`config.mk`:
```
export PLATFORM = sky130hd
export DESIGN_NAME = mic_pdm_ctrl_flat
export DESIGN_NICKNAME = d
export VERILOG_FILES = /design/src/rtl/mic_pkg.sv /design/src/rtl/mic_pdm_ctrl_if.sv /design/src/rtl/mic_clk_gen.sv /design/src/rtl/mic_pdm_ctrl.sv /design/src/flat_wrapper.sv
export SDC_FILE = /design/constraint.sdc
export NUM_CORES = 1
export LEC_CHECK = 0
export CAP_MARGIN = 10
export CELL_PAD_IN_SITES_DETAIL_PLACEMENT = 2
export CELL_PAD_IN_SITES_GLOBAL_PLACEMENT = 2
export CORE_ASPECT_RATIO = 0.75
export CORE_MARGIN = 2
export CORE_UTILIZATION = 30
export DETAILED_ROUTE_END_ITERATION = 16
export DONT_BUFFER_PORTS = 1
export PLACE_DENSITY_LB_ADDON = 0.1
export SETUP_SLACK_MARGIN = 0.3
export SYNTH_ARGS = -nofsm -noshare
export SYNTH_HDL_FRONTEND = slang
export SYNTH_SLANG_ARGS = --single-unit
```
`constraint.sdc`:
```
create_clock -name clk -period 2.11 [get_ports clk]
set_input_delay 0.422 -clock clk [delete_from_list [all_inputs] [get_ports clk]]
set_output_delay 0.422 -clock clk [all_outputs]
set_load 0.05 [all_outputs]
```
`src/rtl/mic_pkg.sv`:
```
// rtl/mic_pkg.sv - shared types and constants for the PDM microphone capture path
package mic_pkg;

  typedef enum logic [1:0] {
    ST_IDLE   = 2'd0,
    ST_WARMUP = 2'd1,
    ST_RUN    = 2'd2
  } mic_state_e;

  // Defaults shared with the audio buffer: 100 MHz system clock, 2 MHz mic clock
  localparam int MIC_CLK_DIV = 25;
  localparam int MIC_WIN_LEN = 128;

  function automatic int mic_clog2(input int value);
    int r;
    r = 0;
    while ((1 << r) < value) r++;
    return r;
  endfunction

endpackage

```
`src/rtl/mic_pdm_ctrl_if.sv`:
```
// rtl/mic_pdm_ctrl_if.sv - PCM sample handshake between capture sequencer and audio buffer
interface mic_pdm_ctrl_if
  import mic_pkg::*;
#(
  parameter int PCM_W = mic_clog2(MIC_WIN_LEN + 1)
);
  logic [PCM_W-1:0] pcm_data;
  logic             pcm_valid;
  logic             pcm_ready;

  modport master (output pcm_data, output pcm_valid, input pcm_ready);
  modport slave  (input pcm_data, input pcm_valid, output pcm_ready);
endinterface

```
`src/rtl/mic_clk_gen.sv`:
```
// rtl/mic_clk_gen.sv - enable-gated mic clock divider with sampling-edge tick
module mic_clk_gen
  import mic_pkg::*;
#(
  parameter int CLK_DIV = MIC_CLK_DIV,
  parameter int CHANNEL = 0
) (
  input  logic clk,
  input  logic reset,
  input  logic en,
  input  logic clr,
  output logic mic_clk,
  output logic tick
);
  localparam int DIV_W = (CLK_DIV > 1) ? mic_clog2(CLK_DIV) : 1;
  localparam logic [DIV_W-1:0] DIV_LAST = DIV_W'(CLK_DIV - 1);
  // Left channel samples on the falling edge, right channel on the rising edge
  localparam logic TICK_LEVEL = (CHANNEL == 0) ? 1'b1 : 1'b0;

  logic [DIV_W-1:0] div;
  logic             at_last;

  assign at_last = (div == DIV_LAST);

  always_ff @(posedge clk or negedge reset) begin
    if (!reset) begin
      div     <= '0;
      mic_clk <= 1'b0;
    end else if (!en || clr) begin
      div     <= '0;
      mic_clk <= 1'b0;
    end else if (at_last) begin
      div     <= '0;
      mic_clk <= ~mic_clk;
    end else begin
      div <= div + 1'b1;
    end
  end

  // A stop cycle never produces a tick, so a stopping window cannot complete
  assign tick = en && !clr && at_last && (mic_clk == TICK_LEVEL);

endmodule

```
`src/rtl/mic_pdm_ctrl.sv`:
```
// rtl/mic_pdm_ctrl.sv - PDM mic sequencer: clocking, warm-up, ones-count windows to PCM samples
module mic_pdm_ctrl
  import mic_pkg::*;
#(
  parameter int CLK_DIV  = MIC_CLK_DIV,
  parameter int WIN_LEN  = MIC_WIN_LEN,
  parameter int WARM_WIN = 4,
  parameter int CHANNEL  = 0,
  parameter int PCM_W    = mic_clog2(WIN_LEN + 1)
) (
  input  logic           clk,
  input  logic           reset,
  input  logic           start,
  input  logic           stop,
  output logic           mic_clk,
  output logic           mic_lr,
  input  logic           mic_data,
  mic_pdm_ctrl_if.master pcm,
  output logic           busy,
  output logic           overrun
);
  localparam int BIT_W = mic_clog2(WIN_LEN);
  localparam logic [BIT_W-1:0] WIN_LAST = BIT_W'(WIN_LEN - 1);
  localparam int WC_W = (WARM_WIN > 1) ? mic_clog2(WARM_WIN) : 1;
  localparam logic [WC_W-1:0] WARM_LAST = WC_W'((WARM_WIN > 0) ? WARM_WIN - 1 : 0);

  mic_state_e       state, state_nxt;
  logic             sync1, sync2;
  logic             tick, win_done, run_done, launch, clr_win;
  logic [BIT_W-1:0] bit_cnt;
  logic [PCM_W-1:0] acc, win_count;
  logic [WC_W-1:0]  warm_cnt;

  assign mic_lr = (CHANNEL != 0);

  always_ff @(posedge clk or negedge reset) begin
    if (!reset) begin
      sync1 <= 1'b0;
      sync2 <= 1'b0;
    end else begin
      sync1 <= mic_data;
      sync2 <= sync1;
    end
  end

  mic_clk_gen #(.CLK_DIV(CLK_DIV), .CHANNEL(CHANNEL)) u_clk_gen (
    .clk     (clk),
    .reset   (reset),
    .en      (busy),
    .clr     (stop),
    .mic_clk (mic_clk),
    .tick    (tick)
  );

  always_ff @(posedge clk or negedge reset) begin
    if (!reset) state <= ST_IDLE;
    else        state <= state_nxt;
  end

  always_comb begin
    state_nxt = state;
    case (state)
      ST_IDLE:   if (start && !stop) state_nxt = (WARM_WIN == 0) ? ST_RUN : ST_WARMUP;
      ST_WARMUP: if (stop) state_nxt = ST_IDLE;
                 else if (win_done && warm_cnt == WARM_LAST) state_nxt = ST_RUN;
      ST_RUN:    if (stop) state_nxt = ST_IDLE;
      default:   state_nxt = ST_IDLE;
    endcase
  end

  always_comb begin
    busy     = (state == ST_WARMUP) || (state == ST_RUN);
    launch   = (state == ST_IDLE) && start && !stop;
    clr_win  = !busy || stop;
    run_done = win_done && (state == ST_RUN);
  end

  // The bit sampled on the last tick belongs to the window that is closing
  assign win_done  = tick && (bit_cnt == WIN_LAST);
  assign win_count = acc + PCM_W'(sync2);

  always_ff @(posedge clk or negedge reset) begin
    if (!reset) begin
      bit_cnt  <= '0;
      acc      <= '0;
      warm_cnt <= '0;
    end else if (clr_win) begin
      bit_cnt  <= '0;
      acc      <= '0;
      warm_cnt <= '0;
    end else if (tick) begin
      if (win_done) begin
        bit_cnt <= '0;
        acc     <= '0;
        if (state == ST_WARMUP) warm_cnt <= warm_cnt + 1'b1;
      end else begin
        bit_cnt <= bit_cnt + 1'b1;
        acc     <= win_count;
      end
    end
  end

  // An unconsumed sample is never overwritten; the newer one is dropped instead
  always_ff @(posedge clk or negedge reset) begin
    if (!reset) begin
      pcm.pcm_data  <= '0;
      pcm.pcm_valid <= 1'b0;
      overrun       <= 1'b0;
    end else begin
      if (launch) overrun <= 1'b0;
      if (run_done) begin
        if (pcm.pcm_valid && !pcm.pcm_ready) begin
          overrun <= 1'b1;
        end else begin
          pcm.pcm_data  <= win_count;
          pcm.pcm_valid <= 1'b1;
        end
      end else if (pcm.pcm_valid && pcm.pcm_ready) begin
        pcm.pcm_valid <= 1'b0;
      end
    end
  end

endmodule

```
`src/flat_wrapper.sv`:
```
// flat-port wrapper written by rule: the top's interface ports become plain ports
module mic_pdm_ctrl_flat import mic_pkg::*;
#(
  parameter int CLK_DIV  = MIC_CLK_DIV,
  parameter int WIN_LEN  = MIC_WIN_LEN,
  parameter int WARM_WIN = 4,
  parameter int CHANNEL  = 0,
  parameter int PCM_W    = mic_clog2(WIN_LEN + 1)
)
  (clk, reset, start, stop, mic_clk, mic_lr, mic_data, busy, overrun, pcm_pcm_data, pcm_pcm_valid, pcm_pcm_ready);
  mic_pdm_ctrl_if #(.PCM_W(PCM_W)) pcm_i ();
  input  logic clk;
  input  logic reset;
  input  logic start;
  input  logic stop;
  output logic mic_clk;
  output logic mic_lr;
  input  logic mic_data;
  output logic busy;
  output logic overrun;
  output wire logic [$bits(pcm_i.pcm_data)-1:0] pcm_pcm_data;
  output wire logic [$bits(pcm_i.pcm_valid)-1:0] pcm_pcm_valid;
  input wire logic [$bits(pcm_i.pcm_ready)-1:0] pcm_pcm_ready;
  assign pcm_pcm_data = pcm_i.pcm_data;
  assign pcm_pcm_valid = pcm_i.pcm_valid;
  assign pcm_i.pcm_ready = pcm_pcm_ready;
  mic_pdm_ctrl #(.CLK_DIV(CLK_DIV), .WIN_LEN(WIN_LEN), .WARM_WIN(WARM_WIN), .CHANNEL(CHANNEL), .PCM_W(PCM_W)) u_core (.clk(clk), .reset(reset), .start(start), .stop(stop), .mic_clk(mic_clk), .mic_lr(mic_lr), .mic_data(mic_data), .pcm(pcm_i), .busy(busy), .overrun(overrun));
endmodule
```
---- After elaboration in Yosys (flattened, before gate mapping) ----
Cells that the tools add are included.
word-level totals
  flip-flop bits (word level) ............. 37
  input bits .............................. 6
  output and inout bits ................... 13
  logic and storage cells ................. 77
operators by class
  add/sub/neg operators ................... 4
  eq/ne operators ......................... 9
  muxes and demuxes ....................... 25
  bitwise operators ....................... 2
  reduce and logical (&&, ||, !) cells .... 26
operators with widths
  kind                                            count
  two-way mux 8 bit                               3
  two-way mux 7 bit                               3
  two-way mux 2 bit                               8
  logical AND 1 bit                               11
  two-way mux 5 bit                               2
  nonzero test 2 bit                              5
  adder 8 x 1 -> 8 bit                            1
  two-way mux 1 bit                               8
  adder 7 x 1 -> 7 bit (second input constant)    1
  == test 7 bit (second input constant)           1
  case mux 2 bit (3 select lines)                 1
  AND reduction 3 bit                             2
  adder 5 x 1 -> 5 bit (second input constant)    1
  == test 5 bit (second input constant)           1
  == test 2 bit (second input constant)           2
  != test 2 bit (second input constant)           2
  AND reduction 2 bit                             2
  logical NOT 1 bit                               3
  != test 3 x 2 -> 1 bit (second input constant)  1
  adder 2 x 1 -> 2 bit (second input constant)    1
  == test 2 x 1 -> 1 bit (second input constant)  1
  logical NOT 2 bit                               1
  logical OR 1 bit                                2
  != test 2 x 1 -> 1 bit (second input constant)  1
  NOT 1 bit                                       2

---- Depth between registers and ports, before layout ----
Gate-level depths: netlist of run 1.
  word-level depth ........................ 10
  depth in mapped cells ................... 7
  gate-level depth less buffers ........... 6

---- Modules after synthesis ----
From an unflattened synthesis of run 1, not the netlist that was laid out.
second synthesis, totals
  cells, all modules ...................... 181
  area total of the unflattened synthesis .. 1,884.3 sq um
by module, submodules not included
  module        times used  cells an instance  area an instance (sq um)  sequential area each (sq um)
  mic_pdm_ctrl  1           154                1,587.8                   775.7
  mic_clk_gen   1           27                 296.5                     150.1

---- Worst setup path after synthesis of run 1 ----
OpenSTA, ideal clock, no wires.
  path type ............................... register to register
  from .................................... register u_core.state[0]
  to ...................................... register u_core.warm_cnt[0]
  library setup time ...................... 0.120 ns
  data arrival time ....................... 1.953 ns
  required time ........................... 1.990 ns
  setup slack ............................. 0.037 ns
  cell stages (with the launch flop) ...... 8
  path buffers ............................ 2
  clock period less this slack ............ 2.073 ns
  path through ............................ dfrtp_1 > inv_1 > ha_1 > nand2b_1 > clkbuf_1 > clkbuf_1 > nor2_1 > a31o_2
between the ends
  cells in the longest elaborated chain, start to end .. 8
  elaborated cells on any way between the ends .. 14
  those cells by class .................... 2 x eq/ne; 1 x mux; 11 x reduce/logical
ends and longest elaborated chain
  element                                                  line                source
  start, declared                                          mic_pdm_ctrl.sv:27  mic_state_e state, state_nxt;
  start signal, assigned                                   mic_pdm_ctrl.sv:57  else state <= state_nxt;
  == test 2 x 1 -> 1 bit or == test 2 bit (tied branches)  mic_pdm_ctrl.sv:72  busy = (state == ST_WARMUP) || (state == ST_RUN);
  logical OR 1 bit *                                       mic_pdm_ctrl.sv:72
  via busy                                                 flat_wrapper.sv:19  output logic busy;
  logical AND 1 bit (3 in series)                          mic_clk_gen.sv:41   assign tick = en && !clr && at_last && (mic_clk == TICK_LEVEL);
  logical AND 1 bit                                        mic_pdm_ctrl.sv:79  assign win_done = tick && (bit_cnt == WIN_LAST);
  nonzero test 2 bit (no line)                             -
  AND reduction 3 bit (no line)                            -
  end signal, assigned                                     mic_pdm_ctrl.sv:95  if (state == ST_WARMUP) warm_cnt <= warm_cnt + 1'b1;
  end, declared                                            mic_pdm_ctrl.sv:32  logic [WC_W-1:0] warm_cnt;
The timed path passes the listed nets; every way through them passes the cells marked *.
A chain may end at the register's enable or synchronous reset.

---- Final worst setup path of run 1 ----
  from .................................... register u_core.u_clk_gen.div[1]
  to ...................................... register u_core.warm_cnt[1]
between the ends
  cells in the longest elaborated chain, start to end .. 6
  elaborated cells on any way between the ends .. 7
  those cells by class .................... 1 x eq/ne; 6 x reduce/logical
ends and longest elaborated chain
  element                            line                source
  start, declared                    mic_clk_gen.sv:20   logic [DIV_W-1:0] div;
  start signal, assigned             mic_clk_gen.sv:36   div <= div + 1'b1;
  == test 5 bit *                    mic_clk_gen.sv:23   assign at_last = (div == DIV_LAST);
  logical AND 1 bit * (2 in series)  mic_clk_gen.sv:41
  logical AND 1 bit                  mic_pdm_ctrl.sv:79
  nonzero test 2 bit (no line)       -
  AND reduction 3 bit (no line) *    -
Every way passes the cells marked *; elsewhere a longest branch is shown, timed or not.

==> out/metrics.csv, run 1 <==
metric,value,unit
outcome,finished clean,
commonest cells in the netlist,"37 x dfrtp_1, 10 x ha_1, 10 x mux2_2, 10 x nand2_1, 8 x nand3_1",
Inserted Clock Buffers,5,
antenna violations before repair,0,
leading area contributor after synthesis,dfrtp_1,
Ports,19,
final WL,4760,um
PD cells,713,nW/um^2
final setup fails,0,
Hold WC Path Type,in -> reg,
top-area cell type share of the netlist area,48.3,%
final hold slack,0.164,ns
Adder-Cell Fraction of Synth Area,6.53,%
worst skew pair latency,0.29,ns
Synth Area in Compound Gates,12.9,%
Mean Syn Cell Area,11.1,sq um
CTS tree,yes,
power after layout,0.00165,W
"Cell Area, Synth",1920,sq um
via count,1423,
"Hold Vio Cnt, Final",0,
Syn. warnings,0,
simple-gate area share of the yosys netlist,18.7,%
largest net degree at the start of global routing,38,
Max-Cap Viols,0,
Pre-antenna DRT Iters,4,
vias in the first global route,1532,
Syn Nets,188,
WP data arrival,2.07,ns
Final Util,36.9,%
XOR/XNOR Fraction of Synth Area,4.57,%
minimum clock period,1.89,ns
Setup Crit Path Kind,reg -> reg,
multiplexer share of the synthesized area,5.87,%
Total GRT Usage,14.8,%
antenna diode count,0,
clock skew,0.0117,ns
Post-synth EDFFs,0,
final period utilization,89.5,%
pre-CTS setup slack,0.157,ns
Root Driver,clkbuf_8,
hpwl dp,3460,um
RSZ-0062 raised after global routing,yes,
CTS clock-pin slew for the worst setup and hold paths,0.08,ns
Leak,1.07,nW
Rows,25,
die area,7050,sq um
Port Buf Inserts,0,
clk buf depth,2,
count of unique library cells instantiated by Yosys,42,
initial core utilization,30.6,%
ranking of synthesized cells by area,"dfrtp_1 48%, ha_1 6.5%, mux2_2 5.9%",
core outline area,6260,sq um
DR DRC count,0,
Final Wtd Congestion,0.717,
VDD IR-drop max,197,uV
cell with the most instances after synthesis,dfrtp_1,
Synth Instances,172,
routed len/inst,17.2,um
Overflow after GRT,0,
Post-DRT Antenna Nets,0,
sequential element share of the synthesized area,48.3,%
Worst EP required,2.29,ns
Worst Setup End Kind,flop,
largest family of logic cells by synthesized area,simple AND/OR/NAND/NOR gates,
R2R setup slack,0.22,ns
crit start category,flop,
Setup TNS Final,0,ns
async set-reset flop share out of synthesis,100,%
H-tree levels,2,
DRC violation total after the first TritonRoute iteration,29,
Yosys reg bits,37,
final setup margin,0.222,ns
Post-synth top flop,dfrtp_1,
Die X,96.3,um
# nets final,211,
Peak Freq,530,MHz
ratio of cells with drive above 1 in the final layout,29.2,%
first-pass GRT wire length,7760,um
Area growth syn-to-layout,20.4,%
fin. max-slew vios,0,
clock sink count,37,
die height,73.2,um
critical-path maximum fanout,4,
Via density,5.16,
registers in the layout, summed over array words and instances, names as in the netlist:
signal / cells
u_core.sync1: 1
u_core.sync2: 1
u_core.overrun: 1
u_core.pcm.pcm_valid: 1
u_core.acc: 8
u_core.pcm.pcm_data: 8
u_core.u_clk_gen.mic_clk: 1
u_core.bit_cnt: 7
u_core.state: 2
u_core.u_clk_gen.div: 5
u_core.warm_cnt: 2
power breakdown:
part / switching, W / internal, W / total [W]
combinational: 0.000256 / 0.000168 / 0.000425
sequential: 0.0000166 / 0.000731 / 0.000747
clock: 0.000249 / 0.000225 / 0.000474
path summary, 6_finish.rpt:
kind                       depth (start not counted)                     from                 endpoint
max                                                7  u_core.u_clk_gen.div[1]       u_core.warm_cnt[1]
min                                                0                 mic_data             u_core.sync1
max reg2reg                                        7  u_core.u_clk_gen.div[1]       u_core.warm_cnt[1]
min reg2reg                                        0             u_core.sync1             u_core.sync2
max in group asynchronous                          2                    reset  u_core.u_clk_gen.div[3]
min in group asynchronous                          2                    reset   u_core.pcm.pcm_data[7]
metrics by stage:
step | cells | instance area (sq um)
floorplan | 172 | 1940
global placement | 257 | 2080
detailed placement | 257 | 2080
CTS | 270 | 2230
global route | 276 | 2310
finish | 276 | 2310
cell families (layout without fill, tap and decap cells):
kind of cell / count (synthesis) / in the layout
adders and majority gates: 10 / 10
and+or+nand+nor: 56 / 56
buffers and inverters: 13 / 36
xor gates and xnor gates: 10 / 10
muxes: 10 / 10
DFF: 37 / 37
AOI/OAI and AO/OA: 35 / 35
other: 1 / 1
critical path, stage by stage, from the launching register on:
cell and delay, ns:
dfrtp_1 0.39, inv_2 0.07, ha_4 0.14, nand4b_4 0.14
buf_4 0.16, or4_2 0.66, o21ai_1 0.15, a21oi_1 0.08
cells in the final DEF, fill, tap and decap left out, drive strengths merged, types with 2 or more instances in the layout:
master,synthesis,routed
o21ai,6,6
o31ai,2,2
buf,3,21
xnor2,3,3
nand3,8,8
clkbuf,3,6
mux2,10,10
nor3,2,2
nor2b,3,3
nand4b,2,2
nor3b,3,3
nor4,4,4
a21oi,7,7
dfrtp,37,37
and3,5,5
o211ai,2,2
nand4,2,2
xor2,7,7
ha,10,10
nor2,7,7
o21a,5,5
nand2,10,10
nand2b,4,4
o311ai,4,4
a211oi,2,2
inv,7,7
or4,3,3
a22o,4,4
per-layer routing:
metal	track usage, %	wire, um	vias to the layer above
met5	0	0	-
met3	3.72	147	5
met1	19.7	2230	731
li1	-	-	667
met2	23.8	2330	20
met4	4.23	53	0
repair_timing:
| action | CTS | global route |
|---|---|---|
| gates resized for setup | 7 | 12 |
| endpoints found under the setup margin | 23 | 25 |
| buffers inserted | 4 | 6 |
| hold buffers | 2 | 0 |
| pin swaps | 3 | 0 |
| endpoints found under the hold margin | 37 | 0 |
final cells by class:
class | count | area [sq um]
inverters | 7 | 26.3
clock inverters | 1 | 5.00
clock buffers | 6 | 72.6
well taps | 81 | 101
repair buffers | 22 | 184
fillers | 672 | 3950
flip-flops and latches | 37 | 927
multi-input cells | 122 | 992
No activity file was read; power rests on OpenSTA's default activity.
==> run 2: changes to the inputs <==
--- a/config.mk
+++ b/config.mk
@@ -8,7 +8,7 @@
 export CAP_MARGIN = 10
 export CELL_PAD_IN_SITES_DETAIL_PLACEMENT = 2
 export CELL_PAD_IN_SITES_GLOBAL_PLACEMENT = 2
-export CORE_ASPECT_RATIO = 0.75
+export CORE_ASPECT_RATIO = 1.5
 export CORE_MARGIN = 2
 export CORE_UTILIZATION = 30
 export DETAILED_ROUTE_END_ITERATION = 16
==> run 2 against run 1 <==
Effect of this change:
- critical path depth decreased by 1
- clock power increased by 8.6%
- combinational power increased by 17%
- fmax about the same
- first-iteration DRC count decreased by 14%
- clock skew decreased by 0.0030 ns
- design area increased by 3.3%
- hold slack got worse by 0.0027 ns
- global-route usage decreased by 0.39 points
- sequential power about the same
- largest power group unchanged
==> out/metrics.csv, run 2 (same netlist as run 1, synthesis figures left out) <==
metric,value,unit
fin. max-slew vios,0,
antenna violations before repair,0,
vias in the first global route,1565,
antenna diode count,0,
CP Depth,6,
core outline area,6170,sq um
hpwl dp,3370,um
Root Driver,clkbuf_8,
Inserted Clock Buffers,5,
RR Startpoint,u_core.bit_cnt[0],
minimum clock period,1.89,ns
pre-CTS setup slack,0.103,ns
most frequent cells in the layout,"36 x dfrtp_1, 19 x buf_4, 10 x nand2_1, 9 x mux2_2",
final period utilization,89.6,%
"slowest stage delay, CP",0.38,ns
clock skew,0.00868,ns
biggest regs,"u_core.acc x8, u_core.pcm.pcm_data x8, u_core.bit_cnt x7",
Pre-antenna DRT Iters,4,
DR DRC count,0,
NetSw,0.000551,W
Final Util,38.6,%
area of the multi-input gates,1030,sq um
crit-path cells,ha_2 > nand4_1 > buf_6 > nor4_4 > nand4_4 > mux2_4,
Total GRT Usage,14.4,%
Ports,19,
R2R depth,6,
VDD IR-drop max,326,uV
Die X,69.3,um
"Slowest-stage cell, CP",dfrtp_1,
Reg area,927,sq um
clk buf depth,2,
reg2reg end,u_core.pcm.pcm_data[7],
critical-path maximum fanout,8,
FILL cells,666,
"commonest non-fill, non-tap cell in the layout",dfrtp_1,
final setup margin,0.220,ns
Post-DRT Antenna Nets,0,
crit start category,flop,
Worst Path Buf+Inv,1,
Setup Crit Path Kind,reg -> reg,
R2R setup slack,0.22,ns
Area growth syn-to-layout,24.4,%
final setup fails,0,
Int Pwr,0.00121,W
Max-Cap Viols,0,
die height,102,um
initial core utilization,31.0,%
CP top delay family,simple AND/OR/NAND/NOR gates,
Worst Setup End Kind,flop,
Peak Freq,529,MHz
RSZ-0062 raised after global routing,yes,
Setup TNS Final,0,ns
final cell count without fillers,273,
DRC violation total after the first TritonRoute iteration,25,
Overflow after GRT,0,
# nets final,214,
largest net degree at the start of global routing,38,
switching share of power,31.3,%
Leak,1.11,nW
worst skew pair latency,0.29,ns
Hold WC Path Type,in -> reg,
Via density,5.23,
CP Launch Point,u_core.bit_cnt[0],
via count,1429,
DP Cell Count,250,
CTS clock-pin slew for the worst setup and hold paths,0.08,ns
Rows,35,
H-tree levels,2,
critical path capture point,u_core.pcm.pcm_data[7],
CTS tree,yes,
Final Wtd Congestion,0.778,
Worst EP required,2.29,ns
clock sink count,37,
routed len/inst,18.1,um
PD cells,737,nW/um^2
ratio of cells with drive above 1 in the final layout,33.2,%
final WL,4930,um
die area,7060,sq um
first-pass GRT wire length,8010,um
outcome,finished clean,
Port Buf Inserts,0,
Seq pwr share,42.4,%
"Hold Vio Cnt, Final",0,
Comb power frac,28.3,%
Clock power frac,29.3,%
WP data arrival,2.07,ns
==> run 2: cell count changes in the layout (fill, tap and decap cells not counted), sizes merged <==
cell,delta
buf,+3
clkbuf,+2
clkinv,-1
==> run 2: repair_timing <==
action / in CTS / in global routing
pin swaps: 4 / 6
endpoints found under the hold margin: 37 / 0
gates resized for setup: 9 / 19
setup endpoints to repair: 23 / 24
hold buffers: 2 / 0
buffers inserted: 5 / 8
==> run 2: worst min-delay path by stage <==
stage / depth (start not counted) / from / slack [ns] / end
5_1_grt: 0 / mic_data / 0.15 / u_core.sync1
3_3_place_gp: 0 / reset / 0.13 / u_core.bit_cnt[6]
4_1_cts: 0 / mic_data / 0.15 / u_core.sync1
2_1_floorplan: 0 / reset / 0.13 / u_core.acc[0]
3_5_place_dp: 0 / reset / 0.13 / u_core.u_clk_gen.div[3]
6_report: 0 / mic_data / 0.16 / u_core.sync1
==> run 2: area by class of cell <==
class | count | area share, %
well taps | 74 | 3.88
repair buffers | 25 | 9.29
inverters | 7 | 1.10
multi-input cells | 122 | 43.1
flip-flops and latches | 37 | 38.9
clock buffers | 8 | 3.78
==> run 2: worst reg2reg max path: cells and delay by family (launching register included) <==
kind | cells | cell delay, ns
and+or+nand+nor | 3 | 0.70
muxes | 1 | 0.35
DFF | 1 | 0.38
adders and majority gates | 1 | 0.19
buffers and inverters | 1 | 0.16
==> run 2: metal layers <==
metal,vias to the layer above,wire (um),GRT usage (%)
li1,669,-,-
met1,739,1920,15.7
met2,16,2800,27.2
met3,5,154,3.06
met4,0,60,5.28
met5,-,0,0
==> run 2: power groups by stage <==
stage	Sequential [W]	Combinational (W)	Clock [W]
after CTS	0.000744	0.000458	0.000542
after global routing	0.000747	0.000554	0.000572
final	0.000745	0.000498	0.000515
after global placement	0.000761	0.000351	0
after detailed placement	0.000765	0.000375	0
after floorplan	0.000758	0.000258	0
==> run 2: stage by stage <==
stage | cell area [sq um] | hold WS [ns] | power [W]
floorplan | 1940 | 0.126 | 0.00102
global placement | 2070 | 0.127 | 0.00111
detailed placement | 2070 | 0.128 | 0.00114
CTS | 2260 | 0.153 | 0.00174
global route | 2380 | 0.146 | 0.00187
finish | 2380 | 0.161 | 0.00176
==> run 3: changes to the inputs <==
--- a/config.mk
+++ b/config.mk
@@ -11,8 +11,10 @@
 export CORE_ASPECT_RATIO = 1.5
 export CORE_MARGIN = 2
 export CORE_UTILIZATION = 30
+export CTS_CLUSTER_DIAMETER = 120
 export DETAILED_ROUTE_END_ITERATION = 16
 export DONT_BUFFER_PORTS = 1
+export GPL_ROUTABILITY_DRIVEN = 0
 export PLACE_DENSITY_LB_ADDON = 0.1
 export SETUP_SLACK_MARGIN = 0.3
 export SYNTH_ARGS = -nofsm -noshare
==> results of run 3 <==
Same layout as run 2: the final DEF is identical, and so are final timing and power.
